$ cat src/rtl/sync_pkg.sv
// Shared limits and helpers for the sync_filter_nff input synchroniser.
package sync_pkg;

   localparam int MIN_STAGES = 2;
   localparam int MIN_FILTER = 1;

   // A FILTER of 1 or 2 still needs one counter bit.
   function automatic int cnt_width(input int filter);
      return (filter <= 2) ? 1 : $clog2(filter);
   endfunction

endpackage

$ cat src/rtl/sync_filter_bit.sv
// One input bit: synchroniser chain, persistence counter, filtered value and edge pulses.
module sync_filter_bit
   import sync_pkg::*;
#(
   parameter int   STAGES  = 2,
   parameter int   FILTER  = 4,
   parameter logic RST_BIT = 1'b0
) (
   input  logic clk,
   input  logic rst,
   input  logic ena,
   input  logic raw,
   output logic value,
   output logic rise,
   output logic fall,
   output logic accept
);

   localparam int CW = cnt_width(FILTER);
   localparam logic [CW-1:0] CNT_LAST = CW'(FILTER - 1);

   logic [STAGES-1:0] sync_p0;
   logic [CW-1:0]     cnt;
   logic              s;

   // Synchroniser stage: shifts regardless of ena so the chain never holds stale data.
   always_ff @(posedge clk or posedge rst) begin
      if (rst) begin
         sync_p0 <= {STAGES{RST_BIT}};
      end else begin
         sync_p0 <= {sync_p0[STAGES-2:0], raw};
      end
   end

   assign s      = sync_p0[STAGES-1];
   assign accept = ena && (s != value) && (cnt == CNT_LAST);

   // Filter stage: a difference must persist for FILTER consecutive enabled edges.
   always_ff @(posedge clk or posedge rst) begin
      if (rst) begin
         cnt   <= '0;
         value <= RST_BIT;
         rise  <= 1'b0;
         fall  <= 1'b0;
      end else begin
         rise <= 1'b0;
         fall <= 1'b0;
         if (!ena || (s == value)) begin
            cnt <= '0;
         end else if (cnt == CNT_LAST) begin
            cnt   <= '0;
            value <= s;
            rise  <= s;
            fall  <= ~s;
         end else begin
            cnt <= cnt + CW'(1);
         end
      end
   end

endmodule

$ cat src/rtl/sync_filter_nff.sv
// Multi-bit boundary synchroniser with per-bit glitch filter and registered edge flags.
module sync_filter_nff
   import sync_pkg::*;
#(
   parameter int               WIDTH   = 8,
   parameter int               STAGES  = 2,
   parameter int               FILTER  = 4,
   parameter logic [WIDTH-1:0] RST_VAL = '0
) (
   input  logic             clk,
   input  logic             rst,
   input  logic             ena,
   input  logic [WIDTH-1:0] data_in,
   output logic [WIDTH-1:0] data_out,
   output logic [WIDTH-1:0] rise,
   output logic [WIDTH-1:0] fall,
   output logic             changed
);

   if (STAGES < MIN_STAGES) begin : g_bad_stages
      $error("sync_filter_nff: STAGES must be at least %0d", MIN_STAGES);
   end
   if (FILTER < MIN_FILTER) begin : g_bad_filter
      $error("sync_filter_nff: FILTER must be at least %0d", MIN_FILTER);
   end

   logic [WIDTH-1:0] accept;

   for (genvar i = 0; i < WIDTH; i++) begin : g_bit
      sync_filter_bit #(
         .STAGES  (STAGES),
         .FILTER  (FILTER),
         .RST_BIT (RST_VAL[i])
      ) u_bit (
         .clk    (clk),
         .rst    (rst),
         .ena    (ena),
         .raw    (data_in[i]),
         .value  (data_out[i]),
         .rise   (rise[i]),
         .fall   (fall[i]),
         .accept (accept[i])
      );
   end

   // Registered from the per-bit acceptance so it lines up with rise/fall.
   always_ff @(posedge clk or posedge rst) begin
      if (rst) begin
         changed <= 1'b0;
      end else begin
         changed <= |accept;
      end
   end

endmodule

$ cat config.mk
export PLATFORM = sky130hd
export DESIGN_NAME = sync_filter_nff
export DESIGN_NICKNAME = d
export VERILOG_FILES = /design/src/rtl/sync_pkg.sv /design/src/rtl/sync_filter_bit.sv /design/src/rtl/sync_filter_nff.sv
export SDC_FILE = /design/constraint.sdc
export NUM_CORES = 1
export LEC_CHECK = 0
export ABC_AREA = 1
export BUFFER_PORTS_ARGS = -buffer_cell sky130_fd_sc_hd__buf_2
export CORE_AREA = 2 2 80 82
export CTS_CLUSTER_SIZE = 10
export DETAILED_ROUTE_END_ITERATION = 16
export DIE_AREA = 0 0 82 84
export HOLD_SLACK_MARGIN = 0.1
export SYNTH_ARGS = -nofsm -noshare
export SYNTH_HDL_FRONTEND = slang
export SYNTH_SLANG_ARGS = --single-unit
$ cat constraint.sdc
create_clock -name clk -period 2.1 [get_ports clk]
set_input_delay 0.315 -clock clk [delete_from_list [all_inputs] [get_ports clk]]
set_output_delay 0.315 -clock clk [all_outputs]
set_load 0.02 [all_outputs]
==> results of run 1 <==
[synthesized netlist by cell type]
cell type	count
dfrtp_1	57
inv_1	46
nand2_1	35
buf_4	24
nor2_1	10
ha_1	8
nand3_1	8
nor3_1	8
nand4_1	6
o21ai_0	6
inv_2	2
nand4_4	2
o21ai_2	2
buf_12	1
buf_6	1
inv_4	1
nand2_2	1
nand2_4	1
[how the worst min path moves through the flow]
stage | from | endpoint | slack [ns]
floorplan | g_bit[0].u_bit.sync_p0[0] | g_bit[0].u_bit.sync_p0[1] | 0.33
global placement | g_bit[5].u_bit.sync_p0[0] | g_bit[5].u_bit.sync_p0[1] | 0.33
detailed placement | g_bit[3].u_bit.sync_p0[0] | g_bit[3].u_bit.sync_p0[1] | 0.33
CTS | g_bit[4].u_bit.sync_p0[0] | g_bit[4].u_bit.sync_p0[1] | 0.35
global route | g_bit[4].u_bit.sync_p0[0] | g_bit[4].u_bit.sync_p0[1] | 0.35
finish | g_bit[4].u_bit.sync_p0[0] | g_bit[4].u_bit.sync_p0[1] | 0.34
[through the flow]
step / util, % / std cells
2_1_floorplan: - / 219
3_3_place_gp: 39.3 / 306
3_5_place_dp: 39.3 / 306
4_1_cts: 43.7 / 331
5_1_grt: 43.7 / 331
6_report: 43.7 / 331
[metal layers]
layer | up-vias | share of wire, % | global-route usage [%]
li1 | 703 | - | -
met1 | 616 | 46 | 14.0
met2 | 31 | 45 | 17.0
met3 | 12 | 5.8 | 3.79
met4 | 0 | 4.0 | 9.09
met5 | - | 0 | 0
[power groups by stage]
| stage | Clock (mW) | Combinational (mW) | Sequential, mW |
|---|---|---|---|
| detailed placement | 0 | 0.301 | 1.27 |
| CTS | 0.922 | 0.314 | 1.25 |
| global route | 0.976 | 0.361 | 1.26 |
| global placement | 0 | 0.292 | 1.26 |
| finish | 0.883 | 0.305 | 1.25 |
| floorplan | 0 | 0.275 | 1.25 |
[sequential cells by signal, summed over array words and instances (netlist names)]
| register | count |
|---|---|
| g_bit.u_bit.cnt | 16 |
| g_bit.u_bit.sync_p0 | 16 |
| g_bit.u_bit.fall | 8 |
| g_bit.u_bit.rise | 8 |
| g_bit.u_bit.value | 8 |
| changed | 1 |
[cell families (layout without fill, tap and decap cells)]
family	after synthesis	count (layout)	share of synthesized area [%]
flip-flops	57	57	61.5
AO/OA/AOI/OAI	8	8	2.05
adder cells (fa/ha/maj)	8	8	4.32
buffers and inverters	75	110	17.2
AND/OR/NAND/NOR	71	71	14.9
[cell type report]
class	count	area (um^2)	share of cell area (%)
clock inverters	3	15.0	0.564
inverters	49	186	7.00
well taps	77	96.3	3.62
repair buffers	45	285	10.7
multi-input cells	87	494	18.6
clock buffers	13	159	5.97
flip-flops and latches	57	1430	53.6
[what timing repair did]
| action | CTS | global route |
|---|---|---|
| hold buffers | 9 | 0 |
| endpoints found under the setup margin | 0 | 0 |
| hold endpoints to repair | 31 | 0 |
==> results.json, run 1 <==
{
  "status": "completed",
  "die_x_um": 82,
  "gr-total-overflow": 0,
  "diodes": 0,
  "grt_pass1_vias": 1391,
  "crit_required_ns": 1.78,
  "cp_num_cells": 1,
  "synth.avg_cell_area_um2": 10.6,
  "gp_congestion": 0.765,
  "antenna_found_initial": 0,
  "crit_family": "flip-flops",
  "cp-end-kind": "output pin",
  "htree_levels": 3,
  "syn_inst": 219,
  "final.setup.tns_ns": 0,
  "ios": 36,
  "numCtsBuffers": 9,
  "drv_cap": 0,
  "numPortBuffers": 35,
  "avgViaCountPerCell": 4.11,
  "cts_buffer_depth": 2,
  "slowest_delay_ns": 0.40,
  "wire_per_inst_um": 9.50,
  "grt_max_degree": 35,
  "whs_ns": 0.345,
  "routed_wl_um": 3140,
  "clock_skew_ns": 0.00557,
  "cts_setup_buffers": 0,
  "yosys_warnings": 0,
  "critPathBufInv": 1,
  "rsz0062_at_grt": "no",
  "cp_max_fo": 3,
  "grtUsageTotal_pct": 11.7,
  "vias": 1362,
  "ys_seq_elements": 57,
  "r2r_cells": 5,
  "final_antenna_net_count": 0,
  "dp_slack_ns": 0.921,
  "coreArea_mm2": 0.00610,
  "ir_drop_v": 0.000352,
  "fmax_ghz": 0.822,
  "ctsResizeCount": 0,
  "nNetsFinal": 268,
  "combPwrFrac_pct": 12.5,
  "rows": 29,
  "layout_commonest_cell": "dfrtp_1",
  "final_cell_mix": "dfrtp_1 (57), inv_1 (45), nand2_1 (35), buf_2 (35), clkbuf_8 (11)",
  "syn_area_mm2": 0.00232,
  "drive_gt1_share_pct": 23.6,
  "hold_path_depth": 0,
  "nFillCells": 606,
  "endpoint": "data_out[7]",
  "area_growth_pct": 14.8,
  "r2r_end": "changed",
  "relSlewSlack_pct": 65.4,
  "post_dp_cell_area_mm2": 0.00240,
  "min_period_over_period_pct": 57.9,
  "drt_pass1_iterations": 4,
  "start_util_pct": 38.0,
  "dp_hpwl_um": 2180,
  "yosys.area.top_type_share_pct": 61.5,
  "cts_root_buf": "clkbuf_8",
  "fin_ws_ns": 0.883,
  "design_power_total_mw": 2.44,
  "clkTransAtPathRegs_ns": 0.06,
  "cts.sinks": 57,
  "die_h_um": 84,
  "tightest_slew_ns": 0.518,
  "critPathKind": "reg -> out",
  "switching_share_pct": 26.5,
  "p_clk_share_pct": 36.2,
  "hold_path_class": "reg -> reg",
  "final_area_mm2": 0.00266,
  "final-hold-violation-count": 0,
  "setup_viol": 0,
  "p_leak_nw": 1.62,
  "synth-seq-area-share_pct": 61.5,
  "worstSetupStartpointType": "flip-flop",
  "cts_tree": "built",
  "drcViolationCount": 0,
  "rrSetupSlack_ns": 1.03,
  "arrival_ns": 0.90,
  "ys_types": 18,
  "startpoint": "g_bit[7].u_bit.value",
  "fin_crit_ns": 1.22,
  "slew_violations": 0,
  "netSwitchingPower_mw": 0.645,
  "synth_top_cell_by_area": "dfrtp_1",
  "path_cells": "buf_2",
  "insertion_delay_ns": 0.33,
  "synth.area.top_cells": "dfrtp_1 (62%), buf_4 (7.8%), inv_1 (7.4%)",
  "reg2reg_from": "g_bit[1].u_bit.cnt[0]",
  "crit_path_top_delay_cell": "dfrtp_1",
  "fp.dieArea_mm2": 0.00689,
  "p_per_area_mw_per_mm2": 915,
  "syn-num-nets": 238,
  "grt_pass1_wl_um": 5870,
  "p_int_mw": 1.79,
  "drt-initial-drc-count": 48,
  "sequentialPowerShare_pct": 51.2
}
No activity file was read; power rests on OpenSTA's default activity.
==> inputs of run 2 (changes only) <==
==> constraint.sdc (replaced) <==
create_clock -name clk -period 1.2 [get_ports clk]
set_input_delay 0.18 -clock clk [delete_from_list [all_inputs] [get_ports clk]]
set_output_delay 0.18 -clock clk [all_outputs]
set_load 0.02 [all_outputs]
==> results.json, run 2 (synthesis gave the netlist of run 1 again) <==
{
  "cp-end-kind": "flip-flop",
  "gr-total-overflow": 0,
  "tightest_slew_ns": 0.351,
  "setup_viol": 0,
  "largestRegisters": "g_bit.u_bit.cnt x16, g_bit.u_bit.sync_p0 x16",
  "area_growth_pct": 14.9,
  "rsz0062_at_grt": "no",
  "ir_drop_v": 0.000613,
  "crit_family": "flip-flops",
  "vias": 1383,
  "rows": 29,
  "critPathKind": "reg -> reg",
  "nNetsFinal": 268,
  "drcViolationCount": 0,
  "grt_pass1_wl_um": 5560,
  "fin_crit_ns": 1.09,
  "r2r_cells": 5,
  "coreArea_mm2": 0.00610,
  "fin_util_pct": 43.7,
  "drv_cap": 0,
  "routed_wl_um": 3210,
  "seqCellArea_mm2": 0.00143,
  "final_area_mm2": 0.00266,
  "drt-initial-drc-count": 31,
  "slowest_delay_ns": 0.38,
  "gp_congestion": 0.681,
  "numCtsBuffers": 9,
  "antenna_found_initial": 0,
  "cp_max_fo": 2,
  "crit_path_top_delay_cell": "dfrtp_1",
  "worstSetupStartpointType": "flip-flop",
  "min_from": "ena",
  "grt_pass1_vias": 1318,
  "post_dp_cell_area_mm2": 0.00240,
  "final_antenna_net_count": 0,
  "p_per_area_mw_per_mm2": 1590,
  "path_cells": "ha_1, nand4_1, nand2_1, nor2_2, nand2_1",
  "diodes": 0,
  "wire_per_inst_um": 9.78,
  "critPathBufInv": 0,
  "crit_required_ns": 1.40,
  "fmax_ghz": 0.917,
  "cts_setup_buffers": 0,
  "p_leak_nw": 1.61,
  "r2r_end": "changed",
  "htree_levels": 3,
  "hold_path_class": "in -> reg",
  "status": "completed",
  "hold_end": "g_bit[4].u_bit.cnt[1]",
  "die_x_um": 82,
  "dp_hpwl_um": 2240,
  "grtUsageTotal_pct": 10.9,
  "cts_tree": "built",
  "cts_root_buf": "clkbuf_8",
  "ios": 36,
  "drive_gt1_share_pct": 23.5,
  "multi_input_area_um2": 497,
  "cts.sinks": 57,
  "slew_violations": 0,
  "layout_commonest_cell": "dfrtp_1",
  "hold_path_depth": 3,
  "reg2reg_from": "g_bit[5].u_bit.cnt[0]",
  "path_common_cell": "nand2_1",
  "clkTransAtPathRegs_ns": 0.06,
  "min_period_over_period_pct": 90.9,
  "insertion_delay_ns": 0.32,
  "cts_buffer_depth": 2,
  "numPortBuffers": 35,
  "avgViaCountPerCell": 4.22,
  "fp.dieArea_mm2": 0.00689,
  "clock_skew_ns": 0.00524,
  "nFillCells": 609,
  "relSlewSlack_pct": 76.6,
  "final_cell_mix": "dfrtp_1 (57), inv_1 (45), nand2_1 (35), buf_2 (35), clkbuf_8 (12)",
  "rrSetupSlack_ns": 0.11,
  "final-hold-violation-count": 0,
  "die_h_um": 84,
  "grt_max_degree": 58,
  "start_util_pct": 38.0,
  "final.setup.tns_ns": 0,
  "drt_pass1_iterations": 4,
  "arrival_ns": 1.29
}
==> run 2: worst max path at each step <==
stage	start	end	slack, ns	depth (start not counted)
2_1_floorplan	g_bit[1].u_bit.cnt[0]	changed	0.20	5
3_3_place_gp	g_bit[5].u_bit.cnt[0]	changed	0.07	5
5_1_grt	g_bit[4].u_bit.cnt[0]	g_bit[4].u_bit.value	0.02	5
3_5_place_dp	g_bit[5].u_bit.cnt[0]	changed	0.06	5
4_1_cts	g_bit[5].u_bit.cnt[0]	changed	0.05	5
6_report	g_bit[5].u_bit.cnt[0]	changed	0.11	5
==> run 2: tightest hold or removal path, stage by stage <==
cell     delay (ns)
buf_2          0.22
nand3_1        0.15
nor2_1         0.04
==> run 2: area by class of cell <==
| class | count | area share, % |
|---|---|---|
| Sequential cell | 57 | 53.5 |
| Multi-Input combinational cell | 87 | 18.6 |
| Timing Repair Buffer | 45 | 10.7 |
| Clock buffer | 13 | 6.34 |
| Tap cell | 77 | 3.62 |
| Inverter | 49 | 7.14 |
==> run 2: what timing repair did <==
| action | 4_1_cts | 5_1_grt |
|---|---|---|
| gates resized for setup | 0 | 1 |
| hold endpoints to repair | 65 | 0 |
| setup endpoints to repair | 0 | 1 |
| hold buffers | 9 | 0 |
==> run 2: power by group <==
group	switching (mW)	internal, mW	leakage, nW
logic	0.343	0.197	0.809
clock network	0.628	0.884	0.0875
registers	0.0961	2.09	0.715
==> run 2: routing by layer <==
metal / vias to the layer above / GRT usage (%) / part of all wire (%)
met1: 645 / 12.4 / 42
met2: 31 / 16.4 / 49
met5: - / 0 / 0
li1: 700 / - / -
met4: 0 / 4.55 / 1.5
met3: 7 / 6.71 / 7.1
==> run 2: stage by stage <==
step / hold slack (ns) / worst slack, ns / power, mW / instances
global placement: 0.280 / 0.0705 / 2.73 / 306
finish: 0.312 / 0.109 / 4.24 / 328
global route: 0.311 / 0.0160 / 4.50 / 328
CTS: 0.298 / 0.0506 / 4.33 / 328
detailed placement: 0.284 / 0.0629 / 2.75 / 306
floorplan: 0.211 / 0.196 / 2.68 / 219
==> inputs of run 3 (changes only) <==
--- a/config.mk
+++ b/config.mk
@@ -12,6 +12,8 @@
 export DETAILED_ROUTE_END_ITERATION = 16
 export DIE_AREA = 0 0 82 84
 export HOLD_SLACK_MARGIN = 0.1
+export REMOVE_ABC_BUFFERS = 1
+export SETUP_SLACK_MARGIN = 0.5
 export SYNTH_ARGS = -nofsm -noshare
 export SYNTH_HDL_FRONTEND = slang
 export SYNTH_SLANG_ARGS = --single-unit
==> results.json, run 3 (synthesis gave the netlist of run 1 again) <==
{
  "largestRegisters": "g_bit.u_bit.cnt x16, g_bit.u_bit.sync_p0 x16",
  "rows": 29,
  "area_growth_pct": 37.3,
  "fp.dieArea_mm2": 0.00689,
  "diodes": 0,
  "fin_util_pct": 52.2,
  "netSwitchingPower_mw": 1.25,
  "gr-total-overflow": 0,
  "drcViolationCount": 0,
  "vias": 1468,
  "gp_congestion": 0.735,
  "grt_max_degree": 58,
  "cts.sinks": 57,
  "coreArea_mm2": 0.00610,
  "clock_skew_ns": 0.00339,
  "slew_violations": 0,
  "nFillCells": 524,
  "cts_buffer_depth": 2,
  "arrival_ns": 0.91,
  "path_cells": "buf_6",
  "crit_family": "flip-flops",
  "min_from": "ena",
  "drt-initial-drc-count": 35,
  "drv_cap": 0,
  "clkTransAtPathRegs_ns": 0.06,
  "final-hold-violation-count": 0,
  "met3_length_um": 130,
  "p_per_area_mw_per_mm2": 1440,
  "wire_per_inst_um": 10.9,
  "cts_root_buf": "clkbuf_8",
  "routed_wl_um": 3780,
  "tightest_slew_ns": 0.416,
  "post_dp_cell_area_mm2": 0.00241,
  "final_area_mm2": 0.00318,
  "dp_hpwl_um": 2190,
  "grtUsageTotal_pct": 12.1,
  "htree_levels": 3,
  "die_x_um": 82,
  "multi_input_area_um2": 711,
  "worstSetupStartpointType": "flip-flop",
  "wl_met1_um": 1550,
  "status": "completed",
  "numPortBuffers": 35,
  "nNetsFinal": 287,
  "drt_pass1_iterations": 4,
  "cp-end-kind": "output pin",
  "rsz0062_at_grt": "yes",
  "grt_pass1_wl_um": 6140,
  "numCtsBuffers": 9,
  "final_cell_mix": "dfrtp_1 (57), inv_1 (29), buf_6 (26)",
  "final_antenna_net_count": 0,
  "startpoint": "g_bit[5].u_bit.value",
  "hold_path_class": "in -> reg",
  "die_h_um": 84,
  "p_clk_share_pct": 30.9,
  "crit_required_ns": 1.02,
  "critPathBufInv": 1,
  "insertion_delay_ns": 0.32,
  "avgViaCountPerCell": 4.23,
  "drive_gt1_share_pct": 46.7,
  "ir_drop_v": 0.000627,
  "reg2reg_from": "g_bit[5].u_bit.cnt[0]",
  "p_leak_nw": 1.76,
  "dp_slack_ns": 0.0776,
  "cp_max_fo": 3,
  "fmax_ghz": 0.921,
  "relSlewSlack_pct": 72.3,
  "combPwrFrac_pct": 20.0,
  "layout_commonest_cell": "dfrtp_1",
  "crit_path_top_delay_cell": "dfrtp_1",
  "slowest_delay_ns": 0.43,
  "ios": 36,
  "wl_met2_um": 1980,
  "antenna_found_initial": 0,
  "start_util_pct": 38.0,
  "seqCellArea_mm2": 0.00143,
  "min_period_over_period_pct": 90.5,
  "whs_ns": 0.306,
  "grt_pass1_vias": 1461,
  "fin_ws_ns": 0.115,
  "routed.top_layer": "met4",
  "p_int_mw": 3.32,
  "sequentialPowerShare_pct": 49.0,
  "critPathKind": "reg -> out",
  "setup_viol": 0,
  "cts_tree": "built",
  "switching_share_pct": 27.4,
  "fin_crit_ns": 1.09
}
==> run 3: changes by cell type in the layout (fill, tap and decap cells not counted), sizes merged <==
cell      change
clkinvlp      -1
buf          +18
clkinv        +1
inv           +1
==> run 3: metal layers <==
metal,up-vias,GRT usage (%)
li1,734,-
met1,696,13.3
met5,-,0
met4,0,8.64
met2,27,19.3
met3,11,3.79
==> run 3: final timing paths <==
kind | to | slack, ns | depth (start not counted)
worst max-delay path | data_out[5] | 0.11 | 1
worst min-delay path | g_bit[6].u_bit.cnt[0] | 0.31 | 3
max in group asynchronous | g_bit[5].u_bit.sync_p0[0] | 0.55 | 4
min in group asynchronous | g_bit[2].u_bit.sync_p0[0] | 0.47 | 4
worst max register to register | changed | 0.13 | 5
worst min register to register | g_bit[0].u_bit.sync_p0[1] | 0.35 | 0
==> run 3: power by group through the flow <==
stage | Sequential (mW) | Clock, mW | Combinational [mW]
after global placement | 2.21 | 0 | 0.518
after floorplan | 2.29 | 0 | 0.277
after global routing | 2.26 | 1.57 | 1.01
final | 2.24 | 1.42 | 0.917
after CTS | 2.23 | 1.49 | 0.823
after detailed placement | 2.21 | 0 | 0.531
==> run 3: per-stage QoR <==
| stage | std cells | power, mW | setup TNS (ns) |
|---|---|---|---|
| after floorplan | 193 | 2.56 | -21.64 |
| after global placement | 307 | 2.73 | 0 |
| after detailed placement | 307 | 2.75 | 0 |
| after CTS | 342 | 4.53 | 0 |
| after global routing | 347 | 4.84 | 0 |
| final | 347 | 4.58 | 0 |
==> run 3: cell type report <==
| cell class | instances | area share, % |
|---|---|---|
| tap | 77 | 3.03 |
| multi-input combinational | 87 | 22.3 |
| clock inverter | 1 | 0.157 |
| timing repair buffer | 64 | 19.2 |
| sequential | 57 | 44.8 |
| inverter | 49 | 5.94 |
| clock buffer | 12 | 4.56 |
==> run 3: repair_timing <==
action,4_1_cts,5_1_grt
hold endpoints to repair,65,0
buffers inserted,13,4
resized for setup,90,31
gates cloned,0,1
pin swaps,25,14
hold buffers,9,0
endpoints found under the setup margin,66,123
